$ cat src/rtl/spi_pkg.sv
// -----------------------------------------------------------------------------
// spi_pkg
// Shared constants for the SPI APB register slave: register addresses,
// control/status bit positions, reset values and the SR packing helper.
// -----------------------------------------------------------------------------
package spi_pkg;

    // Register addresses
    localparam logic [2:0] ADDR_CR1  = 3'd0;
    localparam logic [2:0] ADDR_CR2  = 3'd1;
    localparam logic [2:0] ADDR_BR   = 3'd2;
    localparam logic [2:0] ADDR_SR   = 3'd3;
    localparam logic [2:0] ADDR_LVL  = 3'd4;
    localparam logic [2:0] ADDR_DR   = 3'd5;
    localparam logic [2:0] ADDR_ICR  = 3'd6;
    localparam logic [2:0] ADDR_RSVD = 3'd7;

    // CR1 bit indices
    localparam int CR1_SPIE  = 7;
    localparam int CR1_SPE   = 6;
    localparam int CR1_SPTIE = 5;
    localparam int CR1_MSTR  = 4;
    localparam int CR1_CPOL  = 3;
    localparam int CR1_CPHA  = 2;
    localparam int CR1_LSBFE = 0;

    // CR2 bit indices
    localparam int CR2_OVRIE   = 2;
    localparam int CR2_RXFLUSH = 1;
    localparam int CR2_TXFLUSH = 0;

    // SR bit indices
    localparam int SR_RXNE  = 7;
    localparam int SR_RXF   = 6;
    localparam int SR_TXE   = 5;
    localparam int SR_TXF   = 4;
    localparam int SR_OVR   = 3;

    // ICR bit index
    localparam int ICR_OVRC = 3;

    // Reset values
    localparam logic [7:0] CR1_RST = 8'h04;
    localparam logic [7:0] CR2_RST = 8'h00;
    localparam logic [7:0] BR_RST  = 8'h00;

    // Assemble the status byte from the individual flags
    function automatic logic [7:0] sr_pack(input logic rx_ne, input logic rx_full,
                                           input logic tx_empty, input logic tx_full,
                                           input logic ovr);
        logic [7:0] v;
        v           = 8'h00;
        v[SR_RXNE]  = rx_ne;
        v[SR_RXF]   = rx_full;
        v[SR_TXE]   = tx_empty;
        v[SR_TXF]   = tx_full;
        v[SR_OVR]   = ovr;
        return v;
    endfunction

endpackage

$ cat src/rtl/spi_apb_fifo_regs_if.sv
// -----------------------------------------------------------------------------
// spi_apb_fifo_regs_if
// APB3 bus bundle for the SPI register slave.
//   master: drives PSEL/PENABLE/PWRITE/PADDR/PWDATA, samples PRDATA/PREADY/PSLVERR
//   slave : the reverse
// -----------------------------------------------------------------------------
interface spi_apb_fifo_regs_if #(
    parameter int DATA_W = 8
);
    logic              PSEL;
    logic              PENABLE;
    logic              PWRITE;
    logic [2:0]        PADDR;
    logic [DATA_W-1:0] PWDATA;
    logic [DATA_W-1:0] PRDATA;
    logic              PREADY;
    logic              PSLVERR;

    modport master (
        output PSEL, PENABLE, PWRITE, PADDR, PWDATA,
        input  PRDATA, PREADY, PSLVERR
    );

    modport slave (
        input  PSEL, PENABLE, PWRITE, PADDR, PWDATA,
        output PRDATA, PREADY, PSLVERR
    );
endinterface

$ cat src/rtl/spi_sync_fifo.sv
// -----------------------------------------------------------------------------
// spi_sync_fifo
// Single-clock FIFO with flush. A push into a full FIFO is accepted when a pop
// happens on the same edge. Flush has priority over push and pop.
//   clk, rst_n   : clock, asynchronous active-low reset
//   push, wdata  : write request and data
//   pop          : read request (head advances)
//   flush        : empty the FIFO on this edge
//   rdata        : head entry (0 when empty)
//   full, empty  : status
//   level        : occupancy 0..DEPTH
// -----------------------------------------------------------------------------
module spi_sync_fifo #(
    parameter int DATA_W = 8,
    parameter int DEPTH  = 4
) (
    input  logic                   clk,
    input  logic                   rst_n,
    input  logic                   push,
    input  logic [DATA_W-1:0]      wdata,
    input  logic                   pop,
    input  logic                   flush,
    output logic [DATA_W-1:0]      rdata,
    output logic                   full,
    output logic                   empty,
    output logic [$clog2(DEPTH):0] level
);
    localparam int PW = $clog2(DEPTH);
    localparam int LW = PW + 1;

    logic [DATA_W-1:0] mem_r [DEPTH];
    logic [PW-1:0]     wr_ptr_r;
    logic [PW-1:0]     rd_ptr_r;
    logic [LW-1:0]     level_r;
    logic              do_push_s;
    logic              do_pop_s;

    assign empty = (level_r == LW'(0));
    assign full  = (level_r == LW'(DEPTH));
    assign level = level_r;

    assign do_pop_s  = pop && !empty;
    assign do_push_s = push && (!full || do_pop_s);

    // Head-of-queue read, forced to zero when nothing is stored
    always_comb begin
        rdata = '0;
        if (!empty) begin
            rdata = mem_r[rd_ptr_r];
        end else begin
            rdata = '0;
        end
    end

    // Storage, pointers and occupancy
    always_ff @(posedge clk or negedge rst_n) begin
        if (!rst_n) begin
            for (int i = 0; i < DEPTH; i++) begin
                mem_r[i] <= '0;
            end
            wr_ptr_r <= '0;
            rd_ptr_r <= '0;
            level_r  <= '0;
        end else if (flush) begin
            wr_ptr_r <= '0;
            rd_ptr_r <= '0;
            level_r  <= '0;
        end else begin
            if (do_push_s) begin
                mem_r[wr_ptr_r] <= wdata;
                wr_ptr_r        <= wr_ptr_r + PW'(1);
            end
            if (do_pop_s) begin
                rd_ptr_r <= rd_ptr_r + PW'(1);
            end
            case ({do_push_s, do_pop_s})
                2'b10:   level_r <= level_r + LW'(1);
                2'b01:   level_r <= level_r - LW'(1);
                default: level_r <= level_r;
            endcase
        end
    end

endmodule

$ cat src/rtl/spi_apb_fifo_regs.sv
// -----------------------------------------------------------------------------
// spi_apb_fifo_regs
// APB register slave for the SPI controller with TX/RX FIFOs behind SPI_DR.
//   PCLK, PRESETn         : clock, asynchronous active-low reset
//   apb                   : APB slave (zero wait state, PSLVERR on bad access)
//   mstr..spe, sppr, spr  : configuration from CR1 and BR
//   tx_data/valid/ready   : TX FIFO head handshake to the shift register
//   rx_data/valid         : received frame, one-cycle pulse
//   spi_irq               : level interrupt
// -----------------------------------------------------------------------------
module spi_apb_fifo_regs
    import spi_pkg::*;
#(
    parameter int DATA_W     = 8,
    parameter int FIFO_DEPTH = 4
) (
    input  logic                PCLK,
    input  logic                PRESETn,
    spi_apb_fifo_regs_if.slave  apb,
    output logic                mstr,
    output logic                cpol,
    output logic                cpha,
    output logic                lsbfe,
    output logic                spe,
    output logic [2:0]          sppr,
    output logic [2:0]          spr,
    output logic [DATA_W-1:0]   tx_data,
    output logic                tx_valid,
    input  logic                tx_ready,
    input  logic [DATA_W-1:0]   rx_data,
    input  logic                rx_valid,
    output logic                spi_irq
);
    localparam int LW = $clog2(FIFO_DEPTH) + 1;

    logic [7:0]        cr1_r;
    logic [7:0]        cr2_r;
    logic [7:0]        br_r;
    logic              ovr_r;

    logic              access_s, wr_s, rd_s, err_s;
    logic              wr_ok_s, rd_ok_s;
    logic              tx_push_s, tx_pop_s, tx_flush_s;
    logic              rx_pop_s, rx_flush_s;
    logic              ovr_set_s, ovr_clr_s;
    logic              tx_full_s, tx_empty_s, rx_full_s, rx_empty_s;
    logic [LW-1:0]     tx_level_s, rx_level_s;
    logic [DATA_W-1:0] rx_head_s;
    logic [DATA_W-1:0] prdata_s;

    assign access_s = apb.PSEL && apb.PENABLE;
    assign wr_s     = access_s && apb.PWRITE;
    assign rd_s     = access_s && !apb.PWRITE;

    assign tx_valid = cr1_r[CR1_SPE] && !tx_empty_s;
    assign tx_pop_s = tx_valid && tx_ready;

    // Access legality; an erroring access changes no state
    always_comb begin
        err_s = 1'b0;
        case (apb.PADDR)
            ADDR_SR, ADDR_LVL: err_s = apb.PWRITE;
            ADDR_DR:           err_s = apb.PWRITE ? (tx_full_s && !tx_pop_s) : rx_empty_s;
            ADDR_RSVD:         err_s = 1'b1;
            default:           err_s = 1'b0;
        endcase
    end

    assign wr_ok_s    = wr_s && !err_s;
    assign rd_ok_s    = rd_s && !err_s;
    assign tx_push_s  = wr_ok_s && (apb.PADDR == ADDR_DR);
    assign rx_pop_s   = rd_ok_s && (apb.PADDR == ADDR_DR);
    assign tx_flush_s = wr_ok_s && (apb.PADDR == ADDR_CR2) && apb.PWDATA[CR2_TXFLUSH];
    assign rx_flush_s = wr_ok_s && (apb.PADDR == ADDR_CR2) && apb.PWDATA[CR2_RXFLUSH];

    // A frame arriving into a full RX FIFO with no same-cycle read is lost
    assign ovr_set_s = rx_valid && rx_full_s && !rx_pop_s;
    assign ovr_clr_s = wr_ok_s && (apb.PADDR == ADDR_ICR) && apb.PWDATA[ICR_OVRC];

    spi_sync_fifo #(.DATA_W(DATA_W), .DEPTH(FIFO_DEPTH)) u_tx_fifo (
        .clk   (PCLK),
        .rst_n (PRESETn),
        .push  (tx_push_s),
        .wdata (apb.PWDATA),
        .pop   (tx_pop_s),
        .flush (tx_flush_s),
        .rdata (tx_data),
        .full  (tx_full_s),
        .empty (tx_empty_s),
        .level (tx_level_s)
    );

    spi_sync_fifo #(.DATA_W(DATA_W), .DEPTH(FIFO_DEPTH)) u_rx_fifo (
        .clk   (PCLK),
        .rst_n (PRESETn),
        .push  (rx_valid),
        .wdata (rx_data),
        .pop   (rx_pop_s),
        .flush (rx_flush_s),
        .rdata (rx_head_s),
        .full  (rx_full_s),
        .empty (rx_empty_s),
        .level (rx_level_s)
    );

    // Control register writes; CR2 flush bits are strobes and never stored
    always_ff @(posedge PCLK or negedge PRESETn) begin
        if (!PRESETn) begin
            cr1_r <= CR1_RST;
            cr2_r <= CR2_RST;
            br_r  <= BR_RST;
        end else if (wr_ok_s) begin
            case (apb.PADDR)
                ADDR_CR1: cr1_r <= apb.PWDATA[7:0];
                ADDR_CR2: cr2_r <= {apb.PWDATA[7:2], 2'b00};
                ADDR_BR:  br_r  <= apb.PWDATA[7:0];
                default: begin
                    cr1_r <= cr1_r;
                    cr2_r <= cr2_r;
                    br_r  <= br_r;
                end
            endcase
        end else begin
            cr1_r <= cr1_r;
            cr2_r <= cr2_r;
            br_r  <= br_r;
        end
    end

    // Sticky overrun flag; a coincident set beats the clear
    always_ff @(posedge PCLK or negedge PRESETn) begin
        if (!PRESETn) begin
            ovr_r <= 1'b0;
        end else if (ovr_set_s) begin
            ovr_r <= 1'b1;
        end else if (ovr_clr_s) begin
            ovr_r <= 1'b0;
        end else begin
            ovr_r <= ovr_r;
        end
    end

    // Read data mux, zero outside a legal read access
    always_comb begin
        prdata_s = '0;
        if (rd_ok_s) begin
            case (apb.PADDR)
                ADDR_CR1: prdata_s = DATA_W'(cr1_r);
                ADDR_CR2: prdata_s = DATA_W'(cr2_r);
                ADDR_BR:  prdata_s = DATA_W'(br_r);
                ADDR_SR:  prdata_s = DATA_W'(sr_pack(!rx_empty_s, rx_full_s,
                                                     tx_empty_s, tx_full_s, ovr_r));
                ADDR_LVL: prdata_s = DATA_W'({4'(tx_level_s), 4'(rx_level_s)});
                ADDR_DR:  prdata_s = rx_head_s;
                default:  prdata_s = '0;
            endcase
        end else begin
            prdata_s = '0;
        end
    end

    assign apb.PRDATA  = prdata_s;
    assign apb.PREADY  = 1'b1;
    assign apb.PSLVERR = access_s && err_s;

    assign mstr  = cr1_r[CR1_MSTR];
    assign cpol  = cr1_r[CR1_CPOL];
    assign cpha  = cr1_r[CR1_CPHA];
    assign lsbfe = cr1_r[CR1_LSBFE];
    assign spe   = cr1_r[CR1_SPE];
    assign sppr  = br_r[6:4];
    assign spr   = br_r[2:0];

    assign spi_irq = (cr1_r[CR1_SPIE]  && !rx_empty_s) ||
                     (cr1_r[CR1_SPTIE] && tx_empty_s)  ||
                     (cr2_r[CR2_OVRIE] && ovr_r);

endmodule

$ cat src/flat_wrapper.sv
// flat-port wrapper written by rule: the top's interface ports become plain ports
module spi_apb_fifo_regs_flat import spi_pkg::*;
#(
    parameter int DATA_W     = 8,
    parameter int FIFO_DEPTH = 4
)
  (PCLK, PRESETn, mstr, cpol, cpha, lsbfe, spe, sppr, spr, tx_data, tx_valid, tx_ready, rx_data, rx_valid, spi_irq, apb_PSEL, apb_PENABLE, apb_PWRITE, apb_PADDR, apb_PWDATA, apb_PRDATA, apb_PREADY, apb_PSLVERR);
  spi_apb_fifo_regs_if #(.DATA_W(DATA_W)) apb_i ();
  input  logic PCLK;
  input  logic PRESETn;
  output logic mstr;
  output logic cpol;
  output logic cpha;
  output logic lsbfe;
  output logic spe;
  output logic [2:0] sppr;
  output logic [2:0] spr;
  output logic [DATA_W-1:0] tx_data;
  output logic tx_valid;
  input  logic tx_ready;
  input  logic [DATA_W-1:0] rx_data;
  input  logic rx_valid;
  output logic spi_irq;
  input wire logic [$bits(apb_i.PSEL)-1:0] apb_PSEL;
  input wire logic [$bits(apb_i.PENABLE)-1:0] apb_PENABLE;
  input wire logic [$bits(apb_i.PWRITE)-1:0] apb_PWRITE;
  input wire logic [$bits(apb_i.PADDR)-1:0] apb_PADDR;
  input wire logic [$bits(apb_i.PWDATA)-1:0] apb_PWDATA;
  output wire logic [$bits(apb_i.PRDATA)-1:0] apb_PRDATA;
  output wire logic [$bits(apb_i.PREADY)-1:0] apb_PREADY;
  output wire logic [$bits(apb_i.PSLVERR)-1:0] apb_PSLVERR;
  assign apb_i.PSEL = apb_PSEL;
  assign apb_i.PENABLE = apb_PENABLE;
  assign apb_i.PWRITE = apb_PWRITE;
  assign apb_i.PADDR = apb_PADDR;
  assign apb_i.PWDATA = apb_PWDATA;
  assign apb_PRDATA = apb_i.PRDATA;
  assign apb_PREADY = apb_i.PREADY;
  assign apb_PSLVERR = apb_i.PSLVERR;
  spi_apb_fifo_regs #(.DATA_W(DATA_W), .FIFO_DEPTH(FIFO_DEPTH)) u_core (.PCLK(PCLK), .PRESETn(PRESETn), .apb(apb_i), .mstr(mstr), .cpol(cpol), .cpha(cpha), .lsbfe(lsbfe), .spe(spe), .sppr(sppr), .spr(spr), .tx_data(tx_data), .tx_valid(tx_valid), .tx_ready(tx_ready), .rx_data(rx_data), .rx_valid(rx_valid), .spi_irq(spi_irq));
endmodule
$ cat config.mk
export PLATFORM = sky130hd
export DESIGN_NAME = spi_apb_fifo_regs_flat
export DESIGN_NICKNAME = d
export VERILOG_FILES = /design/src/rtl/spi_pkg.sv /design/src/rtl/spi_apb_fifo_regs_if.sv /design/src/rtl/spi_sync_fifo.sv /design/src/rtl/spi_apb_fifo_regs.sv /design/src/flat_wrapper.sv
export SDC_FILE = /design/constraint.sdc
export NUM_CORES = 1
export LEC_CHECK = 0
export ABC_AREA = 1
export CORE_MARGIN = 3
export CORE_UTILIZATION = 45
export CTS_CLUSTER_SIZE = 8
export DETAILED_ROUTE_END_ITERATION = 8
export GPL_TIMING_DRIVEN = 1
export PLACE_DENSITY = 0.66
export SLEW_MARGIN = 10
export SYNTH_ARGS = -nofsm -noshare
export SYNTH_HDL_FRONTEND = slang
export SYNTH_SLANG_ARGS = --single-unit
export TNS_END_PERCENT = 20
$ cat constraint.sdc
create_clock -name PCLK -period 5.9 [get_ports PCLK]
set_input_delay 1.475 -clock PCLK [delete_from_list [all_inputs] [get_ports PCLK]]
set_output_delay 1.475 -clock PCLK [all_outputs]
set_load 0.02 [all_outputs]
# Word level (Yosys, flattened, before mapping)
# Cells that the tools add are included.
# op_classes
addsub	8
n_lt_le_gt_ge	6
n_eq_ne	13
mux	32
n_bitwise	6
n_reduce_logical	55
# ops
op	count
two-way mux 8 bit	9
bitwise mux 32 bit	2
case mux 8 bit (6 select lines)	1
binary-select mux 8 bit (select 2 bit)	2
demux 8 bit (select 2 bit)	2
logical AND 1 bit	27
== test 3 bit (second input constant)	6
two-way mux 2 bit	8
greater-or-equal comparator 3 bit (second input constant)	4
inverter 2 -> 3 bit	4
case mux 3 bit (2 select lines)	2
AND reduction 2 bit	5
nonzero test 2 bit	5
logical NOT 3 bit	3
adder 2 x 1 -> 2 bit (second input constant)	4
logical NOT 1 bit	8
adder 3 x 1 -> 3 bit (second input constant)	2
== test 3 x 2 -> 1 bit (second input constant)	2
less-than comparator 3 x 1 -> 1 bit (second input constant)	2
two-way mux 3 bit	2
nonzero test 3 bit	2
subtractor 3 x 1 -> 3 bit (second input constant)	2
== test 2 x 1 -> 1 bit (second input constant)	2
== test 2 bit (second input constant)	2
other kinds (6)	12
# word_totals
reg_bits	101
word_cells	138

# Logic depth before layout (Yosys ltp)
# Gate-level depths: netlist of the first run.
# logic_depth
word_depth	17
mapped_depth	14

# Hierarchy
# A second synthesis of the first run with hierarchy kept.
# unflattened
cells_unflattened	715
area_unflattened_um2	5564.1
# modules_own_cells
mod	instances	cells_per_inst	area_each_um2	seq_area_each_um2
spi_sync_fifo	2	242	2009.4	975.9
spi_apb_fifo_regs	1	231	1545.2	576.8

# Worst setup path after synthesis of the first run
# Ideal clock, no wire load.
# synth_timing
path_type	input to output
start	input port apb_PADDR[0]
end	output port apb_PRDATA[4]
t_arrival_ns	2.776
t_required_ns	4.425
setup_slack_ns	1.649
stages	7
path_cell_list	buf_4 -> nand2_1 -> inv_1 -> o21ai_2 -> a21boi_4 -> nand3_1 -> a41oi_1
# synth_between
elab_chain_len	6
# synth_rtl
item	line_no	source
from (decl)	flat_wrapper.sv:27	input wire logic [$bits(apb_i.PADDR)-1:0] apb_PADDR;
== test 3 x 2 -> 1 bit / == test 3 bit (equally long branches)	spi_apb_fifo_regs.sv:61, spi_apb_fifo_regs.sv:147	
OR reduction 2 bit	spi_apb_fifo_regs.sv:61	case (apb.PADDR)
case mux 1 bit (3 select lines)	spi_apb_fifo_regs.sv:61	
logical NOT 1 bit	spi_apb_fifo_regs.sv:70	assign rd_ok_s = rd_s && !err_s;
logical AND 1 bit	spi_apb_fifo_regs.sv:70	
two-way mux 8 bit (*)	spi_apb_fifo_regs.sv:146	if (rd_ok_s) begin
to (decl)	flat_wrapper.sv:29	output wire logic [$bits(apb_i.PRDATA)-1:0] apb_PRDATA;
# Mark *: on every way between the ends. The rest lies on a longest branch, timed or not.

# Worst setup path in the final report of the first run
# Same ends and word-level chain as after synthesis.

==> results.cfg, run 1 <==
[layout]
area.growth.synth_to_final_pct = 15.9
layout.nets = 695
antenna_cells = 0
drive_above_1_share_pct = 6.04
fin_cells = 802
fillCellCount = 1043

[min_path]
min_from = u_core.u_rx_fifo.mem_r[13]
hold_path_class = register to register
holdPathEnd = u_core.u_rx_fifo.mem_r[13]
holdPathStages = 2

[placement]
hpwlAfterDp_mm = 9.35
routabilityCongestion = 0.883
port_buffers = 55
dp.cells = 786

[drt]
ant_nets = 0
drt_pass1_iterations = 5
via_count = 4491
wl_per_cell_um = 17.0
drc = 0
drt_iter0_drc = 465
routed_via_density = 5.60
drt_wl_total_mm = 13.7

[sta]
max_freq_mhz = 184
skew_ns = 0.0127
worstMarginPinSlew_ns = 0.767
whs_ns = 0.468
fin_crit_ns = 5.43
slew_headroom_pct = 48.9
finalCritPeriodShare_pct = 92.0
slew_violations = 0
grt_setup_unrepaired = no
finalHoldViolCount = 0
report.final.setup_viol = 0
fin_setup_tns_ns = 0

[cts]
cts_sinks = 101
clockRootBuffer = clkbuf_16
cts_resized = 0
clockBufferDepth = 2
cts_max_level = 3
cts.clk_slew.worst_paths_ns = 0.07
cts-buffers-inserted = 9
cts_tree = done
post_cts_buffers = 0
hold_buffers = 0
worstSkewPairLatency_ns = 0.36

[run]
max_cap_viol_count = 0

[worst_setup_path]
arrival_ns = 3.95
timing.rr.end = u_core.u_tx_fifo.level[2]
crit_fanout = 8
rr_startpoint = u_core.u_rx_fifo.level[0]
crit_path_end_kind = output port
path_class = primary input to output port
start_kind = primary input
ff2ff_setup_slack_ns = 3.28
rr_worst_depth = 13
cp.required_ns = 4.43

[synthesis]
synth_largest_area_cell = dfrtp_1
syn_area_um2 = 5190
ys_ff_latch = 101
synth_top_area_share_pct = 48.2
ys_top_cells_by_count = nand2_1 (159), dfrtp_1 (100), nor2_1 (70)
async_flop_share_pct = 100
yosys_warnings = 0
syn_nets = 661
synth_edf_count = 0
syn_inst = 623
syn_area_per_cell_um2 = 8.33
ys.flop_type = dfrtp_1
yosysUniqueCellTypes = 39
synth_area_leaders = dfrtp_1 (48%), nand2_1 (12%), o21ai_0 (5.3%)
synth_most_common_cell = nand2_1
ys_seq_area_share_pct = 48.7

[grt]
grtUsageMet3_pct = 5.73
grt-ovfl-total = 0
grt_pass1_wl_mm = 22.5
top_usage_layer = met2
antenna_found_initial = 0
grt_pass1_vias = 4357
grt_max_degree = 64
use_met2_pct = 34.3
track_usage_pct = 22.3
use_met1_pct = 31.3

[die]
die-area_um2 = 12900
chipWidth_um = 113
die_h_um = 113
ios = 57
coreArea_um2 = 11000
rows = 38
initial_core_util_pct = 47.0

[status]
outcome = finished, final reports clean

[pwr]
ir_drop_mv = 0.260
p_per_area_nw_per_um2 = 426
leakage_nw = 2.88
-- cell families after synthesis --
group,synth area share (%)
buf+inv,7.19
xor+xnor,1.01
flops,48.7
other cells,0.0723
fa+ha+maj,3.18
compound gates,15.1
simple gates,24.7
-- cells in the final DEF (no fill, tap or decap), types with 2 or more instances in the layout --
cell type / instances
a22o_1: 2
a22oi_1: 3
a21oi_1: 18
ha_1: 10
nor2_1: 70
clkdlybuf4s50_1: 54
clkbuf_16: 9
fa_1: 2
nand2_1: 159
nand2_4: 5
a21oi_2: 2
xor2_1: 6
a221oi_1: 5
a31oi_1: 2
nor3_1: 2
dfrtp_1: 100
nand4_1: 37
o21ai_0: 55
o22ai_1: 6
nand2_2: 2
nand3_1: 8
inv_2: 3
o21ai_1: 40
buf_4: 5
inv_6: 2
inv_1: 36
nor3_2: 2
-- through the flow --
stage               cell area, um^2  setup slack, ns  utilization [%]  total power, W
finish                         6010            0.475             54.5         0.00256
global route                   6010            0.351             54.5         0.00274
CTS                            6010            0.474             54.5         0.00257
detailed placement             5720            0.471             51.8         0.00197
global placement               5720            0.507             51.8         0.00194
floorplan                      5190             1.65                -         0.00162
-- where the power goes --
| part | internal (W) | switching (W) | total (W) |
|---|---|---|---|
| Sequential | 0.000879 | 0.000172 | 0.00105 |
| Combinational | 0.000351 | 0.000556 | 0.000907 |
| Clock | 0.000332 | 0.000271 | 0.000603 |
-- how the worst max path moves through the flow --
stage / start / to / slack [ns]
floorplan: apb_PADDR[0] / apb_PRDATA[4] / 1.65
global placement: apb_PADDR[0] / apb_PRDATA[4] / 0.51
detailed placement: apb_PADDR[0] / apb_PRDATA[4] / 0.47
CTS: apb_PADDR[0] / apb_PRDATA[4] / 0.47
global route: apb_PADDR[0] / apb_PRDATA[4] / 0.35
finish: apb_PADDR[0] / apb_PRDATA[4] / 0.47
-- state kept, by name, indices dropped and copies added (netlist names) --
signal and flops:
u_core.u_rx_fifo.mem_r 32, u_core.u_rx_fifo.rd_ptr_r 2, u_core.cr1_r 8, u_core.u_rx_fifo.level 3, u_core.u_rx_fifo.wr_ptr_r 2, u_core.u_tx_fifo.mem_r 32
u_core.br_r 8, u_core.u_tx_fifo.wr_ptr_r 2, u_core.u_tx_fifo.rd_ptr_r 2, u_core.ovr_r 1, u_core.cr2_r 6, u_core.u_tx_fifo.level 3
-- area by class of cell --
type	instances	area, um^2	area share (%)
sequential	101	2530	42.1
tap	140	175	2.91
inverter	39	146	2.43
clock buffer	10	229	3.81
timing repair buffer	59	578	9.61
clock inverter	6	68.8	1.14
multi-input combinational	447	2290	38.0
-- routing by layer --
metal | share of wire (%) | vias to the layer above
li1 | - | 2138
met1 | 45 | 2179
met2 | 47 | 151
met3 | 6.2 | 23
met4 | 1.9 | 0
met5 | 0 | -
-- critical path, stage by stage --
cell             delay (ns)
clkdlybuf4s50_1        0.67
nor3_2                 0.14
o21ai_2                0.15
a21boi_4               0.27
nand3_1                0.29
a41oi_1                0.31
clkdlybuf4s50_1        0.65
Note: power is estimated with default switching activity, not from simulation.
==> inputs of run 2 (changes only) <==
- CAP_MARGIN: unset -> 10
- TNS_END_PERCENT: 20 -> unset
==> results of run 2 <==
Final layout, timing and power as in run 1 (identical DEF).
